===== config.mk =====
export PLATFORM = sky130hd
export DESIGN_NAME = bp_commit_trace_arbiter
export DESIGN_NICKNAME = d
export VERILOG_FILES = /design/src/rtl/bp_common_pkg.sv /design/src/rtl/bp_commit_trace_fifo.sv /design/src/rtl/bp_commit_trace_arbiter.sv
export SDC_FILE = /design/constraint.sdc
export NUM_CORES = 2
export LEC_CHECK = 0
export BUFFER_PORTS_ARGS = -buffer_cell sky130_fd_sc_hd__buf_2
export CAP_MARGIN = 5
export CORE_MARGIN = 4
export CORE_UTILIZATION = 34
export DETAILED_ROUTE_END_ITERATION = 16
export GPL_ROUTABILITY_DRIVEN = 1
export PLACE_DENSITY = 0.61
export SETUP_SLACK_MARGIN = 0.05
export SLEW_MARGIN = 0
export SYNTH_ARGS = -nofsm -noshare
export SYNTH_HDL_FRONTEND = slang
export SYNTH_SLANG_ARGS = --single-unit

===== constraint.sdc =====
create_clock -name clk_i -period 3.1 [get_ports clk_i]
set_input_delay 0.31 -clock clk_i [delete_from_list [all_inputs] [get_ports clk_i]]
set_output_delay 0.31 -clock clk_i [all_outputs]
set_load 0.1 [all_outputs]

===== src/rtl/bp_common_pkg.sv =====
// ============================================================================
//  Module      : bp_common_pkg
//  Description : Shared constants, commit-trace record declaration macro and
//                output-stage state encoding for the commit trace arbiter.
//  Revision    : 1.0 - initial release
// ============================================================================
`default_nettype none

// Declares the packed commit record type inside a parameterised module.
`define BP_COMMIT_TRACE_REC_S(vaddr_w, instr_w, dword_w) \
  typedef struct packed { \
    logic [vaddr_w-1:0]                          pc; \
    logic [instr_w-1:0]                          instr; \
    logic                                        rd_w_v; \
    logic [bp_common_pkg::rd_addr_width_gp-1:0]  rd_addr; \
    logic [dword_w-1:0]                          rd_data; \
    logic [bp_common_pkg::itag_width_gp-1:0]     itag; \
  } bp_commit_trace_rec_s

package bp_common_pkg;

  localparam int itag_width_gp    = 31;
  localparam int rd_addr_width_gp = 5;

  typedef enum logic [0:0] {
    e_trace_out_empty = 1'b0,
    e_trace_out_full  = 1'b1
  } bp_trace_out_state_e;

endpackage

`default_nettype wire


===== src/rtl/bp_commit_trace_fifo.sv =====
// ============================================================================
//  Module      : bp_commit_trace_fifo
//  Description : Per-core commit record buffer. Power-of-two depth, extra
//                pointer bit for full/empty, accepts a push while full when
//                the same cycle pops.
//  Revision    : 1.0 - initial release
// ============================================================================
`default_nettype none

module bp_commit_trace_fifo #(
  parameter int width_p = 8,
  parameter int els_p   = 4
) (
  input  logic               clk_i,
  input  logic               reset_n_i,
  input  logic               push_i,
  input  logic               pop_i,
  input  logic [width_p-1:0] data_i,
  output logic [width_p-1:0] data_o,
  output logic               full_o,
  output logic               empty_o
);

  localparam int ptr_width_lp = $clog2(els_p);

  logic [ptr_width_lp:0]         wptr_q, wptr_d, rptr_q, rptr_d;
  logic [els_p-1:0][width_p-1:0] mem_q, mem_d;
  logic                          push_ok, pop_ok;

  assign empty_o = (wptr_q == rptr_q);
  assign full_o  = (wptr_q[ptr_width_lp] != rptr_q[ptr_width_lp]) &&
                   (wptr_q[ptr_width_lp-1:0] == rptr_q[ptr_width_lp-1:0]);
  assign pop_ok  = pop_i & ~empty_o;
  // A full buffer frees the head slot this cycle when popped, so the write may land there.
  assign push_ok = push_i & (~full_o | pop_ok);
  assign data_o  = mem_q[rptr_q[ptr_width_lp-1:0]];

  // Next pointers and storage contents.
  always_comb begin
    wptr_d = wptr_q;
    rptr_d = rptr_q;
    mem_d  = mem_q;
    if (push_ok) begin
      mem_d[wptr_q[ptr_width_lp-1:0]] = data_i;
      wptr_d = wptr_q + (ptr_width_lp+1)'(1);
    end
    if (pop_ok) begin
      rptr_d = rptr_q + (ptr_width_lp+1)'(1);
    end
  end

  // Buffer state registers, cleared asynchronously.
  always_ff @(posedge clk_i or negedge reset_n_i) begin
    if (!reset_n_i) begin
      wptr_q <= '0;
      rptr_q <= '0;
      mem_q  <= '0;
    end else begin
      wptr_q <= wptr_d;
      rptr_q <= rptr_d;
      mem_q  <= mem_d;
    end
  end

endmodule

`default_nettype wire


===== src/rtl/bp_commit_trace_arbiter.sv =====
// ============================================================================
//  Module      : bp_commit_trace_arbiter
//  Description : Captures per-core commit records into per-core buffers and
//                merges them round-robin onto one valid/ready trace port.
//                Optional feature macro BP_COMMIT_TRACE_DROP_CNT_EN adds
//                per-core 16-bit saturating drop counters on drop_cnt_o.
//  Revision    : 1.0 - initial release
// ============================================================================
`default_nettype none

module bp_commit_trace_arbiter
  import bp_common_pkg::*;
#(
  parameter int num_core_p    = 2,
  parameter int vaddr_width_p = 39,
  parameter int instr_width_p = 32,
  parameter int dword_width_p = 64,
  parameter int fifo_els_p    = 4,
  localparam int hart_width_lp = (num_core_p > 1) ? $clog2(num_core_p) : 1
) (
  input  logic                              clk_i,
  input  logic                              reset_n_i,
  input  logic                              en_i,
  input  logic [num_core_p-1:0]             commit_v_i,
  input  logic [num_core_p*vaddr_width_p-1:0] commit_pc_i,
  input  logic [num_core_p*instr_width_p-1:0] commit_instr_i,
  input  logic [num_core_p-1:0]             rd_w_v_i,
  input  logic [num_core_p*5-1:0]           rd_addr_i,
  input  logic [num_core_p*dword_width_p-1:0] rd_data_i,
  output logic                              trace_v_o,
  input  logic                              trace_ready_i,
  output logic [hart_width_lp-1:0]          trace_hartid_o,
  output logic [vaddr_width_p-1:0]          trace_pc_o,
  output logic [instr_width_p-1:0]          trace_instr_o,
  output logic [itag_width_gp-1:0]          trace_itag_o,
  output logic                              trace_rd_w_v_o,
  output logic [4:0]                        trace_rd_addr_o,
  output logic [dword_width_p-1:0]          trace_rd_data_o
`ifdef BP_COMMIT_TRACE_DROP_CNT_EN
  , output logic [num_core_p*16-1:0]        drop_cnt_o
`endif
);

  `BP_COMMIT_TRACE_REC_S(vaddr_width_p, instr_width_p, dword_width_p);

  localparam int rec_width_lp = $bits(bp_commit_trace_rec_s);

  logic [num_core_p-1:0]                   commit_take;
  logic [num_core_p-1:0]                   fifo_full, fifo_empty, fifo_pop;
  logic [num_core_p-1:0][rec_width_lp-1:0] fifo_rdata;
  logic                                    grant_v, can_load;
  logic [hart_width_lp-1:0]                grant_idx;
  bp_trace_out_state_e                     state_q, state_d;
  logic [hart_width_lp-1:0]                rr_q, rr_d, hart_q, hart_d;
  bp_commit_trace_rec_s                    out_q, out_d;

  // Commits are only seen while capture is enabled; buffered records still drain.
  assign commit_take = commit_v_i & {num_core_p{en_i}};
  // The output register can take a new record when empty or when it is being consumed.
  assign can_load    = (state_q == e_trace_out_empty) | trace_ready_i;

  for (genvar c = 0; c < num_core_p; c++) begin : g_core
    logic [itag_width_gp-1:0] itag_q, itag_d;
    bp_commit_trace_rec_s     push_rec;

    // Tag advances on every enabled commit, including ones that get dropped.
    always_comb begin
      itag_d = itag_q;
      if (commit_take[c]) begin
        itag_d = itag_q + itag_width_gp'(1);
      end
    end

    // Per-core tag counter.
    always_ff @(posedge clk_i or negedge reset_n_i) begin
      if (!reset_n_i) begin
        itag_q <= '0;
      end else begin
        itag_q <= itag_d;
      end
    end

    // Assemble the record from this core's slice of the commit bus.
    always_comb begin
      push_rec         = '0;
      push_rec.pc      = commit_pc_i[c*vaddr_width_p +: vaddr_width_p];
      push_rec.instr   = commit_instr_i[c*instr_width_p +: instr_width_p];
      push_rec.rd_w_v  = rd_w_v_i[c];
      push_rec.rd_addr = rd_addr_i[c*5 +: 5];
      push_rec.rd_data = rd_data_i[c*dword_width_p +: dword_width_p];
      push_rec.itag    = itag_q;
    end

    assign fifo_pop[c] = grant_v & can_load & (grant_idx == hart_width_lp'(c));

    bp_commit_trace_fifo #(
      .width_p (rec_width_lp),
      .els_p   (fifo_els_p)
    ) u_fifo (
      .clk_i     (clk_i),
      .reset_n_i (reset_n_i),
      .push_i    (commit_take[c]),
      .pop_i     (fifo_pop[c]),
      .data_i    (push_rec),
      .data_o    (fifo_rdata[c]),
      .full_o    (fifo_full[c]),
      .empty_o   (fifo_empty[c])
    );

`ifdef BP_COMMIT_TRACE_DROP_CNT_EN
    logic        drop;
    logic [15:0] drop_cnt_q, drop_cnt_d;

    assign drop = commit_take[c] & fifo_full[c] & ~fifo_pop[c];

    // Saturating count of records lost to a full buffer.
    always_comb begin
      drop_cnt_d = drop_cnt_q;
      if (drop && (drop_cnt_q != 16'hFFFF)) begin
        drop_cnt_d = drop_cnt_q + 16'd1;
      end
    end

    // Drop counter register.
    always_ff @(posedge clk_i or negedge reset_n_i) begin
      if (!reset_n_i) begin
        drop_cnt_q <= '0;
      end else begin
        drop_cnt_q <= drop_cnt_d;
      end
    end

    assign drop_cnt_o[c*16 +: 16] = drop_cnt_q;
`endif
  end

  // Round-robin search for the first non-empty buffer at or after the rr pointer.
  always_comb begin
    int idx;
    idx       = 0;
    grant_v   = 1'b0;
    grant_idx = '0;
    for (int i = 0; i < num_core_p; i++) begin
      idx = int'(rr_q) + i;
      if (idx >= num_core_p) begin
        idx = idx - num_core_p;
      end
      if (!grant_v && !fifo_empty[idx]) begin
        grant_v   = 1'b1;
        grant_idx = hart_width_lp'(idx);
      end
    end
  end

  // Output stage next state: load on grant, go empty when consumed without a refill.
  always_comb begin
    state_d = state_q;
    out_d   = out_q;
    hart_d  = hart_q;
    rr_d    = rr_q;
    case (state_q)
      e_trace_out_empty: if (grant_v) state_d = e_trace_out_full;
      e_trace_out_full:  if (trace_ready_i) state_d = grant_v ? e_trace_out_full : e_trace_out_empty;
      default:           state_d = e_trace_out_empty;
    endcase
    if (grant_v && can_load) begin
      out_d  = bp_commit_trace_rec_s'(fifo_rdata[grant_idx]);
      hart_d = grant_idx;
      rr_d   = (grant_idx == hart_width_lp'(num_core_p - 1)) ? '0 : grant_idx + hart_width_lp'(1);
    end
  end

  // Output stage and arbitration pointer registers.
  always_ff @(posedge clk_i or negedge reset_n_i) begin
    if (!reset_n_i) begin
      state_q <= e_trace_out_empty;
      out_q   <= '0;
      hart_q  <= '0;
      rr_q    <= '0;
    end else begin
      state_q <= state_d;
      out_q   <= out_d;
      hart_q  <= hart_d;
      rr_q    <= rr_d;
    end
  end

  assign trace_v_o       = (state_q == e_trace_out_full);
  assign trace_hartid_o  = hart_q;
  assign trace_pc_o      = out_q.pc;
  assign trace_instr_o   = out_q.instr;
  assign trace_itag_o    = out_q.itag;
  assign trace_rd_w_v_o  = out_q.rd_w_v;
  assign trace_rd_addr_o = out_q.rd_addr;
  assign trace_rd_data_o = out_q.rd_data;

endmodule

`default_nettype wire

=== Word level (Yosys, flattened, before mapping) ===
Index checks and enable logic that the tools add are counted.

* Add/subtract/negate cells: 10
* Bitwise operators: 17
* Mux-type cells: 28
* Equal/unequal tests: 6
* Order comparisons: 11
* Reductions and logical operators: 7

{| class="wikitable"
|+ Operators with widths
! operator !! count
|-
| 688-bit bitwise mux || 2
|-
| 172-bit 2-to-1 mux || 6
|-
| 172-bit binary-select mux with 2-bit select || 2
|-
| 172-bit demux with 2-bit select || 2
|-
| 32-bit by 3-bit < comparator with 1-bit output, second input constant || 2
|-
| 32-bit 2-to-1 mux || 2
|-
| 31-bit by 1-bit adder with 31-bit output, second input constant || 2
|-
| 1-bit 2-to-1 mux || 13
|-
| 3-bit by 1-bit adder with 3-bit output, second input constant || 4
|-
| 2-bit by 3-bit < comparator with 1-bit output, second input constant || 4
|-
| 1-bit AND || 7
|-
| 3-bit == test || 2
|-
| 1-bit logical AND || 6
|-
| 1-bit NOT || 6
|-
| 2-bit == test || 2
|-
| 2-bit by 1-bit greater-or-equal comparator with 1-bit output, second input constant || 2
|-
| 1-bit bitwise OR || 3
|-
| 1-bit by 2-bit subtractor with 3-bit output, second input constant || 1
|-
| 2-bit by 2-bit subtractor with 3-bit output, second input constant || 1
|-
| 1-bit by 1-bit adder with 2-bit output, second input constant || 1
|-
| 2-bit AND || 1
|-
| 1-bit by 2-bit greater-or-equal comparator with 1-bit output, second input constant || 1
|-
| 2-bit greater-or-equal comparator, second input constant || 1
|-
| 1-bit by 2-bit < comparator with 1-bit output, second input constant || 1
|-
| 4 further kinds || 5
|}

* Output and inout port bits: 174
* Bits in registers: 1,625

=== Depth between registers and ports, before layout ===
* Depth after elaboration: 14
* Mapped depth: 10
* Depth with buffers taken out: 6

=== Cells and area by module ===
From an unflattened synthesis, not the netlist that was laid out.

* Cell total of the unflattened synthesis: 4,413
* Area total of the unflattened synthesis: 70,620.2 µm²

{| class="wikitable"
|+ By module, submodules not included
! module !! times used !! sequential area each (µm²) !! cells an instance !! area each (µm²)
|-
| bp_commit_trace_fifo || 2 || 17,366.7 || 1,707 || 30,265.3
|-
| bp_commit_trace_arbiter || 1 || 5,930.7 || 999 || 10,089.7
|}

=== Worst setup path after synthesis ===
Ideal clock, no wire load.

* Path type: flip-flop to flip-flop
* From: reg state_q (netlist: trace_v_o)
* To: reg g_core[0].u_fifo.wptr_q[1]
* Setup slack: 0.546 ns
* Data required time: 2.972 ns
* Cell stages (with the launch flop): 8
* Clock period less this slack: 2.554 ns
* Arrival: 2.426 ns
* Cells stage by stage: dfrtp_1 nand2b_1 and4_1 buf_2 o31ai_4 buf_2 buf_2 mux2_1

* Cells in the longest elaborated chain, start to end: 7

{| class="wikitable"
|+ Ends and longest elaborated chain
! element !! RTL line !! source
|-
| from (decl) || bp_commit_trace_arbiter.sv:53 || <nowiki>bp_trace_out_state_e state_q, state_d;</nowiki>
|-
| from (signal assigned) || bp_commit_trace_arbiter.sv:176 || <nowiki>state_q <= e_trace_out_empty;</nowiki>
|-
| from (signal assigned) || bp_commit_trace_arbiter.sv:181 || <nowiki>state_q <= state_d;</nowiki>
|-
| 1-bit NOT || -- ||
|-
| 1-bit bitwise OR || bp_commit_trace_arbiter.sv:60 || <nowiki>assign can_load = (state_q == e_trace_out_empty) | trace_ready_i;</nowiki>
|-
| 1-bit AND (2 in series) || bp_commit_trace_arbiter.sv:94 || <nowiki>assign fifo_pop[c] = grant_v & can_load & (grant_idx == hart_width_lp'(c));</nowiki>
|-
| 1-bit AND || bp_commit_trace_fifo.sv:33 || <nowiki>assign pop_ok = pop_i & ~empty_o;</nowiki>
|-
| 1-bit bitwise OR || bp_commit_trace_fifo.sv:35 || <nowiki>assign push_ok = push_i & (~full_o | pop_ok);</nowiki>
|-
| 1-bit AND || bp_commit_trace_fifo.sv:35 ||
|-
| to (signal assigned) || bp_commit_trace_fifo.sv:59 || <nowiki>wptr_q <= wptr_d;</nowiki>
|-
| to (decl) || bp_commit_trace_fifo.sv:26 || <nowiki>logic [ptr_width_lp:0] wptr_q, wptr_d, rptr_q, rptr_d;</nowiki>
|}

No other way between the ends.
A chain may end at the register's enable or synchronous reset.

=== Worst setup path in the final report ===
* From: reg g_core[1].u_fifo.rptr_q[0]
* To: reg g_core[1].u_fifo.mem_q[104] (netlist name)

* Cells in the longest elaborated chain, start to end: 12

{| class="wikitable"
|+ Ends and longest elaborated chain
! element !! RTL line !! source
|-
| from (decl) || bp_commit_trace_fifo.sv:26 ||
|-
| from (signal assigned) || bp_commit_trace_fifo.sv:60 || <nowiki>rptr_q <= rptr_d;</nowiki>
|-
| 3-bit == test || bp_commit_trace_fifo.sv:30 || <nowiki>assign empty_o = (wptr_q == rptr_q);</nowiki>
|-
| 1-bit 2-to-1 mux (not written as such) (3 in series) || bp_commit_trace_arbiter.sv:148 || <nowiki>if (!grant_v && !fifo_empty[idx]) begin</nowiki>
|-
| 1-bit logical NOT || bp_commit_trace_arbiter.sv:148 ||
|-
| 1-bit logical AND || bp_commit_trace_arbiter.sv:148 ||
|-
| 1-bit 2-to-1 mux || bp_commit_trace_arbiter.sv:148 ||
|-
| 1-bit AND (2 in series) || bp_commit_trace_arbiter.sv:94 ||
|-
| 1-bit AND || bp_commit_trace_fifo.sv:33 ||
|-
| 1-bit bitwise OR * || bp_commit_trace_fifo.sv:35 ||
|-
| 1-bit AND * || bp_commit_trace_fifo.sv:35 ||
|-
| to (signal assigned) || bp_commit_trace_fifo.sv:61 || <nowiki>mem_q <= mem_d;</nowiki>
|-
| to (decl) || bp_commit_trace_fifo.sv:27 || <nowiki>logic [els_p-1:0][width_p-1:0] mem_q, mem_d;</nowiki>
|}

Every way passes the cells marked *; elsewhere a longest branch is shown, timed or not. The select of a mux whose other input is x is not followed.

==> run_results.csv <==
group,metric,value,unit
run_status,status,"complete, no violations",
logic_synthesis,synthCells,6777,
grt,grt_pass1_vias,57800,
drt,viasPerCell,5.51,
cts,cts_num_sinks,1625,
logic_synthesis,synth_seq_cells,1625,
grt,grt.total_usage,21.4,%
sta,fmax,0.352,GHz
worst_setup_path,end_kind,"flop",
sta,rsz0062_at_grt,"no",
placed_design,place.gp.congestion,0.803,
grt,grt-ovfl-total,0,
sta,maxSlewHeadroom,28.3,%
worst_setup_path,critPathLaunchType,"flop",
worst_setup_path,arrival,3500,ps
worst_setup_path,critPathMaxFanout,62,
floorplanning,core_area,212000,µm²
power,ir_drop,1.04,mV
drt,drt_iter0_markers,5562,
sta,min_period_over_period,91.7,%
min_path,hp-class,"in -> async",
cts,htree_levels,4,
sta,finClkSkew,34.3,ps
power,power.density,1140,nW/µm²
grt,grt_max_degree,132,
drt,drc,0,
power,leakagePower,37.5,nW
cts,cts-root-buf,"clkbuf_16",
logic_synthesis,synth.cell_area,72600,µm²
finish,final_cell_mix,"nand2_1, dfrtp_1, o2bb2ai_1",
cts,numCtsBuffers,175,
cts,cts.clk_slew.worst_paths,60,ps
sta,tns,0,ps
logic_synthesis,ys_warn_count,0,
floorplanning,dieArea,221000,µm²
worst_setup_path,startpoint,"g_core[1].u_fifo.rptr_q[0]$_DFFE_PN0P_",
drt,wire_per_inst,23.4,µm
finish,drive_gt1_share,17.2,%
worst_setup_path,cp.required,3750,ps
drt,drt-pass1-iter-count,6,
logic_synthesis,yosysSeqAreaShare,56.0,%
sta,finalMaxSlewViolations,0,
job,cap_viol_max_count,0,
grt,grt_pass1_wl,370,mm
finish,layout_commonest_cell,"nand2_1",
placed_design,port_buffers,461,
drt,wirelength,240,mm
cts,clock_path_buffers,3,
drt,antenna_left,0,
drt,vias,56400,
logic_synthesis,synth-main-ff-cell,"dfrtp_1",
cts,clk_latency,810,ps
logic_synthesis,synth.distinct_cells,41,
finish,fillers,20100,
floorplanning,num_rows,169,
worst_setup_path,rr_startpoint,"g_core[1].u_fifo.rptr_q[0]$_DFFE_PN0P_",
cts,cts_tree,"built",
logic_synthesis,synth_edf_count,0,
finish,final_net_count,7530,
floorplanning,die_h,470,µm
cts,postCtsSetupBuffers,0,
floorplanning,ioPinCount,462,
sta,min_period,2840,ps
logic_synthesis,syn_nets,7077,
grt,antenna_found_initial,58,
placed_design,hpwl,140,mm
power,report.power.total,0.0997,W
logic_synthesis,synth_area_per_cell,10.7,µm²
sta,hold_viol_final,0,
sta,setup_viol,0,
finish,areaGrowthSynthToFinish,20.2,%
logic_synthesis,postSynth.asyncResetShare,100,%
floorplanning,start_util,34.2,%
floorplanning,die_x,470,µm
worst_setup_path,critPathKind,"reg -> reg",
sta,max_slew.worst_pin.slew,1080,ps
## metal layers
| metal | wire length (µm) | up-vias | global-route usage [%] |
|---|---|---|---|
| met5 | 263 | - | 0 |
| met4 | 6270 | 38 | 5.77 |
| met3 | 21900 | 429 | 5.79 |
| met2 | 110000 | 2389 | 33.2 |
| met1 | 102000 | 28900 | 29.6 |
| li1 | - | 24600 | - |
## synth_stat cells (all sizes together) (2+ instances only)
library cell  instances  area (µm²)
and3                 11        68.8
dfrtp              1625       40700
mux2                  4        45.0
a22oi               172        1290
nand4                15        93.8
o2bb2ai             688        6030
buf                 252        1320
a21o                  2        15.0
o21ai               690        3450
mux4                344        7750
o311ai                4        35.0
inv                   7        26.3
nor4                  3        25.0
and4                  8        70.1
clkbuf              369        1410
nor3                  3        15.0
nor2                 11        41.3
and2                  3        18.8
xor2                 14         123
ha                   12         150
xnor2                60         526
nand3                25         125
nand2              2444        9180
## layout make-up
type                       instances  area, µm²  share of cell area [%]
multi-input combinational       4524      29400                    33.7
timing repair buffer             897       7360                    8.43
inverter                           7       26.3                  0.0301
antenna                           48        120                   0.138
tap                             2821       3530                    4.05
sequential                      1625      40700                    46.6
clock buffer                     265       5290                    6.06
clock inverter                    58        807                   0.925
## critical path, cell delays in order, from the launching register on
cell       delay, ps
dfrtp_4          530
xnor2_1          290
and3b_1          290
a31o_4           670
buf_4            700
o2bb2ai_1        140
## worst paths after layout
| check | to | slack, ps | cells past startpoint |
|---|---|---|---|
| setup / recovery | g_core[1].u_fifo.mem_q[104]$_DFFE_PN0P_ | 260 | 5 |
| hold / removal | g_core[1].u_fifo.mem_q[33]$_DFFE_PN0P_ | 30 | 2 |
| setup reg to reg | g_core[1].u_fifo.mem_q[104]$_DFFE_PN0P_ | 260 | 5 |
| hold reg to reg | trace_rd_data_o[55]$_DFFE_PN0N_ | 460 | 2 |
| max in group asynchronous | g_core[1].u_fifo.mem_q[461]$_DFFE_PN0P_ | 1810 | 4 |
| min in group clk_i | g_core[1].u_fifo.mem_q[435]$_DFFE_PN0P_ | 320 | 4 |
## per-stage QoR
step                hold WS [ps]  worst slack (ps)  utilization, %  std cells  area, µm²
floorplan                   14.4               546               -       6777      72600
global placement             296               373            36.8       9585      78100
detailed placement           297               364            36.8       9585      78100
CTS                         20.1               289            41.0      10200      87100
global route                26.9              89.2            41.0      10200      87100
finish                      32.5               256            41.1      10200      87200
## logic make-up after synthesis
logic type | Yosys count | synth area share, %
adder cells (fa/ha/maj) | 12 | 0.207
multiplexers | 348 | 10.7
XOR/XNOR | 74 | 0.893
AO/OA/AOI/OAI | 1561 | 15.0
buffers and inverters | 628 | 3.79
flip-flops | 1625 | 56.0
AND/OR/NAND/NOR | 2529 | 13.3
## what timing repair did
item,in CTS,in global routing
hold buffers,289,0
endpoints found under the hold margin,1946,0
endpoints found under the setup margin,0,0
gates resized for setup,0,0
## where the power goes
part	total [W]	switching [W]	internal, W
Sequential	0.0347	0.00490	0.0298
Combinational	0.0428	0.0280	0.0149
Clock	0.0221	0.00922	0.0129
Total	0.0997	0.0421	0.0576
## sequential cells by signal, summed over array words and instances (netlist names)
| signal | count |
|---|---|
| g_core.u_fifo.mem_q | 1376 |
| trace_rd_data_o | 64 |
| g_core.itag_q | 62 |
| trace_pc_o | 39 |
| trace_instr_o | 32 |
| trace_itag_o | 31 |
| g_core.u_fifo.rptr_q | 6 |
| g_core.u_fifo.wptr_q | 6 |
| trace_rd_addr_o | 5 |
| rr_q | 1 |
| trace_hartid_o | 1 |
| trace_rd_w_v_o | 1 |
| trace_v_o | 1 |
Note: power is estimated with default switching activity, not from simulation.
